--- src/rtl/nncell_seq_mac.sv ---
// ============================================================================
//  Module   : nncell_seq_mac (with nncell_fp32_mul, nncell_fp32_addsub)
//  Brief    : Sequential FP32 neuron cell: streamed x[i]*w[i] accumulate,
//             bias add, optional ReLU, valid/ready in and out.
//  Revision : 1.0 - initial release
// ============================================================================
`default_nettype none

// Combinational FP32 multiplier, round-to-nearest-even, denormals flushed to zero.
module nncell_fp32_mul (
    input  logic [31:0] a,
    input  logic [31:0] b,
    output logic [31:0] y
);
    localparam logic [31:0] QNAN = 32'h7FC0_0000;

    logic              sign;
    logic [7:0]        ea, eb;
    logic [22:0]       fa, fb;
    logic              a_zero, b_zero, a_inf, b_inf, a_nan, b_nan;
    logic [47:0]       prod;
    logic signed [9:0] e_sum, e_res;
    logic [23:0]       mant;
    logic              guard, sticky, rnd;
    logic [24:0]       mant_r;
    logic [22:0]       frac;

    always_comb begin
        sign   = a[31] ^ b[31];
        ea     = a[30:23];
        eb     = b[30:23];
        fa     = a[22:0];
        fb     = b[22:0];
        a_zero = (ea == 8'd0);
        b_zero = (eb == 8'd0);
        a_inf  = (ea == 8'hFF) && (fa == 23'd0);
        b_inf  = (eb == 8'hFF) && (fb == 23'd0);
        a_nan  = (ea == 8'hFF) && (fa != 23'd0);
        b_nan  = (eb == 8'hFF) && (fb != 23'd0);

        prod   = {1'b1, fa} * {1'b1, fb};
        e_sum  = $signed({2'b00, ea}) + $signed({2'b00, eb}) - 10'sd127;

        if (prod[47]) begin
            mant   = prod[47:24];
            guard  = prod[23];
            sticky = |prod[22:0];
            e_res  = e_sum + 10'sd1;
        end else begin
            mant   = prod[46:23];
            guard  = prod[22];
            sticky = |prod[21:0];
            e_res  = e_sum;
        end

        rnd    = guard & (sticky | mant[0]);
        mant_r = {1'b0, mant} + {24'd0, rnd};
        if (mant_r[24]) begin
            frac  = mant_r[23:1];
            e_res = e_res + 10'sd1;
        end else begin
            frac  = mant_r[22:0];
        end

        if (a_nan || b_nan || (a_inf && b_zero) || (b_inf && a_zero))
            y = QNAN;
        else if (a_inf || b_inf)
            y = {sign, 8'hFF, 23'd0};
        else if (a_zero || b_zero)
            y = {sign, 31'd0};
        else if (e_res >= 10'sd255)
            y = {sign, 8'hFF, 23'd0};
        else if (e_res <= 10'sd0)
            y = {sign, 31'd0};
        else
            y = {sign, e_res[7:0], frac};
    end
endmodule

// Combinational FP32 adder/subtractor (y = a + b or a - b), round-to-nearest-even.
module nncell_fp32_addsub (
    input  logic [31:0] a,
    input  logic [31:0] b,
    input  logic        sub,
    output logic [31:0] y
);
    localparam logic [31:0] QNAN = 32'h7FC0_0000;

    logic              sa, sb, eff_sub, swap, s_res;
    logic [7:0]        ea, eb, e_big, e_sml, diff;
    logic [22:0]       fa, fb;
    logic              a_zero, b_zero, a_inf, b_inf, a_nan, b_nan;
    logic [26:0]       m_big, m_sml, m_al, mask, norm;
    logic              sticky, rnd;
    logic [27:0]       sum;
    logic [4:0]        lz;
    logic signed [9:0] e_res;
    logic [24:0]       mant_r;
    logic [22:0]       frac;

    function automatic logic [4:0] lzc27(input logic [26:0] v);
        lzc27 = 5'd27;
        for (int i = 0; i < 27; i++)
            if (v[i]) lzc27 = 5'(26 - i);
    endfunction

    always_comb begin
        sa      = a[31];
        sb      = b[31] ^ sub;
        ea      = a[30:23];
        eb      = b[30:23];
        fa      = a[22:0];
        fb      = b[22:0];
        a_zero  = (ea == 8'd0);
        b_zero  = (eb == 8'd0);
        a_inf   = (ea == 8'hFF) && (fa == 23'd0);
        b_inf   = (eb == 8'hFF) && (fb == 23'd0);
        a_nan   = (ea == 8'hFF) && (fa != 23'd0);
        b_nan   = (eb == 8'hFF) && (fb != 23'd0);
        eff_sub = sa ^ sb;

        // Larger magnitude goes first so the difference is never negative.
        swap    = (b[30:0] > a[30:0]);
        e_big   = swap ? eb : ea;
        e_sml   = swap ? ea : eb;
        m_big   = {1'b1, (swap ? fb : fa), 3'b000};
        m_sml   = {1'b1, (swap ? fa : fb), 3'b000};
        s_res   = swap ? sb : sa;
        diff    = e_big - e_sml;

        mask    = '0;
        if (diff > 8'd26) begin
            m_al   = 27'd0;
            sticky = 1'b1;
        end else begin
            mask   = ~(27'h7FF_FFFF << diff);
            m_al   = m_sml >> diff;
            sticky = |(m_sml & mask);
        end
        m_al[0] = m_al[0] | sticky;

        sum = eff_sub ? ({1'b0, m_big} - {1'b0, m_al}) : ({1'b0, m_big} + {1'b0, m_al});
        lz  = lzc27(sum[26:0]);
        if (sum[27]) begin
            norm  = {sum[27:2], sum[1] | sum[0]};
            e_res = $signed({2'b00, e_big}) + 10'sd1;
        end else begin
            norm  = sum[26:0] << lz;
            e_res = $signed({2'b00, e_big}) - $signed({5'b00000, lz});
        end

        rnd    = norm[2] & (norm[1] | norm[0] | norm[3]);
        mant_r = {1'b0, norm[26:3]} + {24'd0, rnd};
        if (mant_r[24]) begin
            frac  = mant_r[23:1];
            e_res = e_res + 10'sd1;
        end else begin
            frac  = mant_r[22:0];
        end

        if (a_nan || b_nan || (a_inf && b_inf && eff_sub))
            y = QNAN;
        else if (a_inf)
            y = {sa, 8'hFF, 23'd0};
        else if (b_inf)
            y = {sb, 8'hFF, 23'd0};
        else if (a_zero && b_zero)
            y = {sa & sb, 31'd0};
        else if (b_zero)
            y = a;
        else if (a_zero)
            y = {sb, b[30:0]};
        else if (sum == 28'd0)
            y = 32'd0;
        else if (e_res >= 10'sd255)
            y = {s_res, 8'hFF, 23'd0};
        else if (e_res <= 10'sd0)
            y = {s_res, 31'd0};
        else
            y = {s_res, e_res[7:0], frac};
    end
endmodule

module nncell_seq_mac #(
    parameter int DATA_WIDTH = 32,
    parameter int MAX_INPUTS = 16,
    parameter int ADDR_W     = 4
) (
    input  logic                  clk,
    input  logic                  rst_n,
    input  logic [ADDR_W:0]       cfg_len,
    input  logic                  cfg_sub,
    input  logic                  cfg_relu,
    input  logic                  w_we,
    input  logic [ADDR_W-1:0]     w_addr,
    input  logic [DATA_WIDTH-1:0] w_data,
    input  logic                  bias_we,
    input  logic [DATA_WIDTH-1:0] bias_data,
    input  logic                  x_valid,
    output logic                  x_ready,
    input  logic [DATA_WIDTH-1:0] x_data,
    output logic                  y_valid,
    input  logic                  y_ready,
    output logic [DATA_WIDTH-1:0] y_data,
    output logic                  busy
);
    localparam logic [ADDR_W:0] MAX_LEN = (ADDR_W+1)'(MAX_INPUTS);

    typedef enum logic [2:0] {
        S_IDLE  = 3'd0,
        S_ACC   = 3'd1,
        S_DRAIN = 3'd2,
        S_BIAS  = 3'd3,
        S_OUT   = 3'd4
    } state_t;

    state_t                state, state_nx;
    logic [DATA_WIDTH-1:0] weights [MAX_INPUTS];
    logic [DATA_WIDTH-1:0] bias, x_r, w_r, acc, prod, sum, add_b;
    logic [ADDR_W-1:0]     idx;
    logic [ADDR_W:0]       len_eff, last_new, last_q, cur_last;
    logic                  sub_q, relu_q, pend, pend_first;
    logic                  take, is_last, add_sub;

    // Config for term 0 comes straight from the ports; later terms use the latched copy.
    always_comb begin
        len_eff = cfg_len;
        if (cfg_len == '0)
            len_eff = (ADDR_W+1)'(1);
        else if (cfg_len > MAX_LEN)
            len_eff = MAX_LEN;
        last_new = len_eff - (ADDR_W+1)'(1);
        cur_last = (state == S_IDLE) ? last_new : last_q;
    end

    assign take    = x_valid && ((state == S_IDLE) || (state == S_ACC));
    assign is_last = ({1'b0, idx} == cur_last);

    always_ff @(posedge clk or negedge rst_n) begin
        if (!rst_n)
            state <= S_IDLE;
        else
            state <= state_nx;
    end

    always_comb begin
        state_nx = state;
        x_ready  = 1'b0;
        busy     = 1'b1;
        case (state)
            S_IDLE: begin
                x_ready = 1'b1;
                busy    = 1'b0;
                if (take) state_nx = is_last ? S_DRAIN : S_ACC;
            end
            S_ACC: begin
                x_ready = 1'b1;
                if (take && is_last) state_nx = S_DRAIN;
            end
            S_DRAIN: state_nx = S_BIAS;
            S_BIAS:  state_nx = S_OUT;
            S_OUT:   if (y_ready) state_nx = S_IDLE;
            default: state_nx = S_IDLE;
        endcase
    end

    // One adder serves both the accumulate step and the final bias add; they never overlap.
    assign add_b   = (state == S_BIAS) ? bias : prod;
    assign add_sub = (state == S_BIAS) ? 1'b0 : sub_q;

    nncell_fp32_mul u_mul (
        .a (x_r),
        .b (w_r),
        .y (prod)
    );

    nncell_fp32_addsub u_add (
        .a   (acc),
        .b   (add_b),
        .sub (add_sub),
        .y   (sum)
    );

    always_ff @(posedge clk or negedge rst_n) begin
        if (!rst_n) begin
            for (int i = 0; i < MAX_INPUTS; i++)
                weights[i] <= '0;
            bias       <= '0;
            x_r        <= '0;
            w_r        <= '0;
            acc        <= '0;
            y_data     <= '0;
            y_valid    <= 1'b0;
            idx        <= '0;
            last_q     <= '0;
            sub_q      <= 1'b0;
            relu_q     <= 1'b0;
            pend       <= 1'b0;
            pend_first <= 1'b0;
        end else begin
            if (w_we && ({1'b0, w_addr} < MAX_LEN))
                weights[w_addr] <= w_data;
            if (bias_we)
                bias <= bias_data;

            pend <= take;
            if (take) begin
                x_r        <= x_data;
                w_r        <= weights[idx];
                pend_first <= (state == S_IDLE);
                idx        <= is_last ? '0 : idx + ADDR_W'(1);
                if (state == S_IDLE) begin
                    last_q <= last_new;
                    sub_q  <= cfg_sub;
                    relu_q <= cfg_relu;
                end
            end

            if (pend)
                acc <= pend_first ? {prod[31] ^ sub_q, prod[30:0]} : sum;

            if (state == S_BIAS) begin
                y_data  <= (relu_q && sum[31]) ? '0 : sum;
                y_valid <= 1'b1;
            end else if ((state == S_OUT) && y_ready) begin
                y_valid <= 1'b0;
            end
        end
    end
endmodule

`default_nettype wire

--- config.mk ---
export PLATFORM = sky130hd
export DESIGN_NAME = nncell_seq_mac
export DESIGN_NICKNAME = d
export VERILOG_FILES = /design/src/rtl/nncell_seq_mac.sv
export SDC_FILE = /design/constraint.sdc
export NUM_CORES = 2
export LEC_CHECK = 0
export CORE_UTILIZATION = 25
export DETAILED_ROUTE_END_ITERATION = 10
export PLACE_DENSITY = 0.41
export SLEW_MARGIN = 40
export SYNTH_ARGS = -nofsm -noshare
export SYNTH_HDL_FRONTEND = slang
export SYNTH_SLANG_ARGS = --single-unit
--- constraint.sdc ---
create_clock -name clk -period 24.7 [get_ports clk]
set_input_delay 2.47 -clock clk [delete_from_list [all_inputs] [get_ports clk]]
set_output_delay 2.47 -clock clk [all_outputs]
set_load 0.02 [all_outputs]
==> reports/qor.txt <==
post-route setup slack: 1.28 ns
outcome: finished clean
Total Routed Length: 264000 um
Synth warnings: 0
Worst-Skew Late Latency: 0.78 ns
pin count of the biggest net entering global routing: 110
Rel. slew slack: 0.383
critical path's largest stage delay: 0.64 ns
clock transition at the registers of the reported paths: 0.06 ns
site row count: 188
initial antenna violation count: 13
crit end category: flip-flop
share of cells above drive strength 1: 0.224
routability cong.: 0.933
Max Cap Violations: 0
Syn Area/Cell: 9.51 sq um
die extent in x: 517 um
effective utilization at floorplan: 0.252
Crit-path slowest cell: dfrtp_1
Starting DRT DRC Count: 4273
final core occ: 0.298
port buffer count: 147
total die area: 267000 sq um
final routed DRC violation total: 0
HPWL after DPL: 202000 um
gr usage total: 0.197
Endpoint, Worst Hold: last_q[3]
Fin. Hold Viols: 0
CP startpoint: x_r[20]
Slew @ Worst Pin: 0.915 ns
nets: 8171
vias in the first global route: 57500
worst min path class: reg2reg
fmax: 42.7 MHz
#FFs+latches synth: 689
first-pass iteration count of the detailed router: 6
Syn Nets: 7836
Worst path most repeated cell: a21oi_1
synthesized area: 66200 sq um
Max Root-Sink Buffers: 3
Fin Setup TNS: 0 ns
Hold Buf Count CTS: 0
clock root buffer: clkbuf_16
Post-synth EDFFs: 0
H-Tree Depth: 3
reg-to-reg critical path startpoint: x_r[20]
ANT nets after route: 0
min Tclk post-route: 23.42 ns
sequential cell area fraction in the yosys report: 0.260
CP startpoint kind: flip-flop
total global routing overflow: 0
routed vias: 55600
Critical Path AT: 24.08 ns
HP Start: last_q[3]
core area: 263000 sq um
number of I/O pins: 148
CP max FO: 18
Layout area overhead: 18.1%
Die Y-Extent: 517 um
clk sink count: 689
total CTS buffers: 85
Final Skew: 0.0997 ns
Setup Viol. Count Final: 0
Reg-to-Reg End: acc[0]
reg2reg path depth: 108
Routed WL per cell: 24.3 um
final worst path period share: 0.948
Hold Path Cell Cnt: 2
Via density: 5.10
FFs w/ async S/R, synth: 1.00
Post-Synthesis Cells: 6963
top_reg_cell synth: dfrtp_1
R2R setup slack: 1.28 ns
CTS tree: yes
fin. max-slew vios: 0
Post-Place Worst Slack: 0.0977 ns
Required @ worst endpoint: 25.36 ns
fillers: 27800
Synth cell types: 137
critical path class: reg2reg
global-route wire length before repair: 394000 um
area by class of cell:
| class | count | area (sq um) | area share |
|---|---|---|---|
| flip-flops and latches | 689 | 17300 | 0.221 |
| inverters | 742 | 2790 | 0.0357 |
| repair buffers | 688 | 5780 | 0.0740 |
| diodes | 2 | 5.00 | 0.0000640 |
| clock inverters | 33 | 518 | 0.00663 |
| multi-input cells | 5092 | 44900 | 0.574 |
| well taps | 3515 | 4400 | 0.0562 |
| clock buffers | 127 | 2520 | 0.0323 |
kinds of logic after synthesis:
group / count (synthesis) / synth area share
compound gates: 1305 / 0.137
simple gates: 2101 / 0.155
xor+xnor: 143 / 0.0198
flops: 689 / 0.260
mux: 783 / 0.160
fa+ha+maj: 760 / 0.199
buf+inv: 1182 / 0.0695
how the worst max path moves through the flow:
stage | end | slack [ns]
3_3_place_gp | acc[18] | 0.15
2_1_floorplan | acc[20] | 0.04
4_1_cts | acc[18] | 0.06
3_5_place_dp | acc[18] | 0.1
5_1_grt | y_data[9] | -0.04
6_report | acc[0] | 1.28
sequential cells by signal (all words and copies together) (netlist names):
| name | cells |
|---|---|
| last_q | 5 |
| acc | 32 |
| weights | 512 |
| x_r | 32 |
| y_data | 32 |
| pend | 1 |
| state | 3 |
| relu_q | 1 |
| pend_first | 1 |
| w_r | 32 |
| idx | 4 |
| sub_q | 1 |
| y_valid | 1 |
| bias | 32 |
critical path, delay by kind of cell, from the launching register on:
kind / cells / cell delay (ns)
buffers and inverters: 20 / 3.10
AO/OA/AOI/OAI: 45 / 8.45
flip-flops: 1 / 0.64
XOR/XNOR: 1 / 0.12
AND/OR/NAND/NOR: 26 / 4.95
multiplexers: 4 / 1.18
adder cells (fa/ha/maj): 12 / 4.83
per-layer routing:
metal	wire (um)	track usage
met1	119000	0.269
met2	126000	0.330
met3	11600	0.0215
met4	7040	0.0507
met5	31	0
what timing repair did:
item                       in CTS  in global routing
buffers inserted                0                 11
gates cloned                    0                  2
gates resized for setup         5                 88
setup endpoints to repair      25                 64
pin swaps                       0                  5
Yosys cell counts (21+ instances only):
library cell | number | area, sq um
nor3_1 | 96 | 480
and3_1 | 43 | 269
a211oi_1 | 58 | 435
o22ai_1 | 27 | 169
o211ai_1 | 58 | 435
o21ai_0 | 245 | 1230
buf_2 | 48 | 240
a21oi_1 | 266 | 1330
a221oi_1 | 22 | 193
mux2i_1 | 55 | 551
and2_1 | 286 | 1790
nand3_1 | 107 | 536
or3_1 | 42 | 263
dfrtp_1 | 689 | 17200
nor2_1 | 351 | 1320
buf_1 | 42 | 158
inv_1 | 732 | 2750
o21a_1 | 38 | 285
fa_1 | 485 | 9710
nand2b_1 | 34 | 213
nor4_1 | 63 | 394
xnor2_1 | 97 | 850
clkbuf_1 | 332 | 1250
a22oi_1 | 24 | 180
o31ai_1 | 44 | 330
mux4_2 | 165 | 3720
a21o_1 | 80 | 601
mux2_2 | 560 | 6310
o21ai_1 | 42 | 210
a31oi_1 | 55 | 344
xor2_1 | 41 | 359
ha_1 | 275 | 3440
o21bai_1 | 22 | 165
or2_2 | 26 | 163
nand2_1 | 849 | 3190
nand4_1 | 81 | 507
a211o_1 | 21 | 184
o221ai_1 | 25 | 219
cell usage in the layout, fill, tap and decap left out, drive strengths merged, types with 128 or more instances in the layout:
master	n
nand2	852
inv	741
dfrtp	689
mux2	562
buf	542
fa	485
nor2	353
and2	291
o21ai	291
ha	275
a21oi	275
mux4	165
clkdlybuf4s50	145
clkbuf	128
metrics by stage:
| stage | instance area (sq um) | instances | hold WS, ns |
|---|---|---|---|
| floorplan | 66300 | 6963 | 0.450 |
| CTS | 77700 | 10900 | 0.485 |
| global route | 78200 | 10900 | 0.506 |
| global placement | 74500 | 10700 | 0.464 |
| finish | 78200 | 10900 | 0.481 |
| detailed placement | 74600 | 10700 | 0.471 |
Power is not shown: default switching activity piles up to over one toggle a cycle in this logic, so the estimate is an artifact.
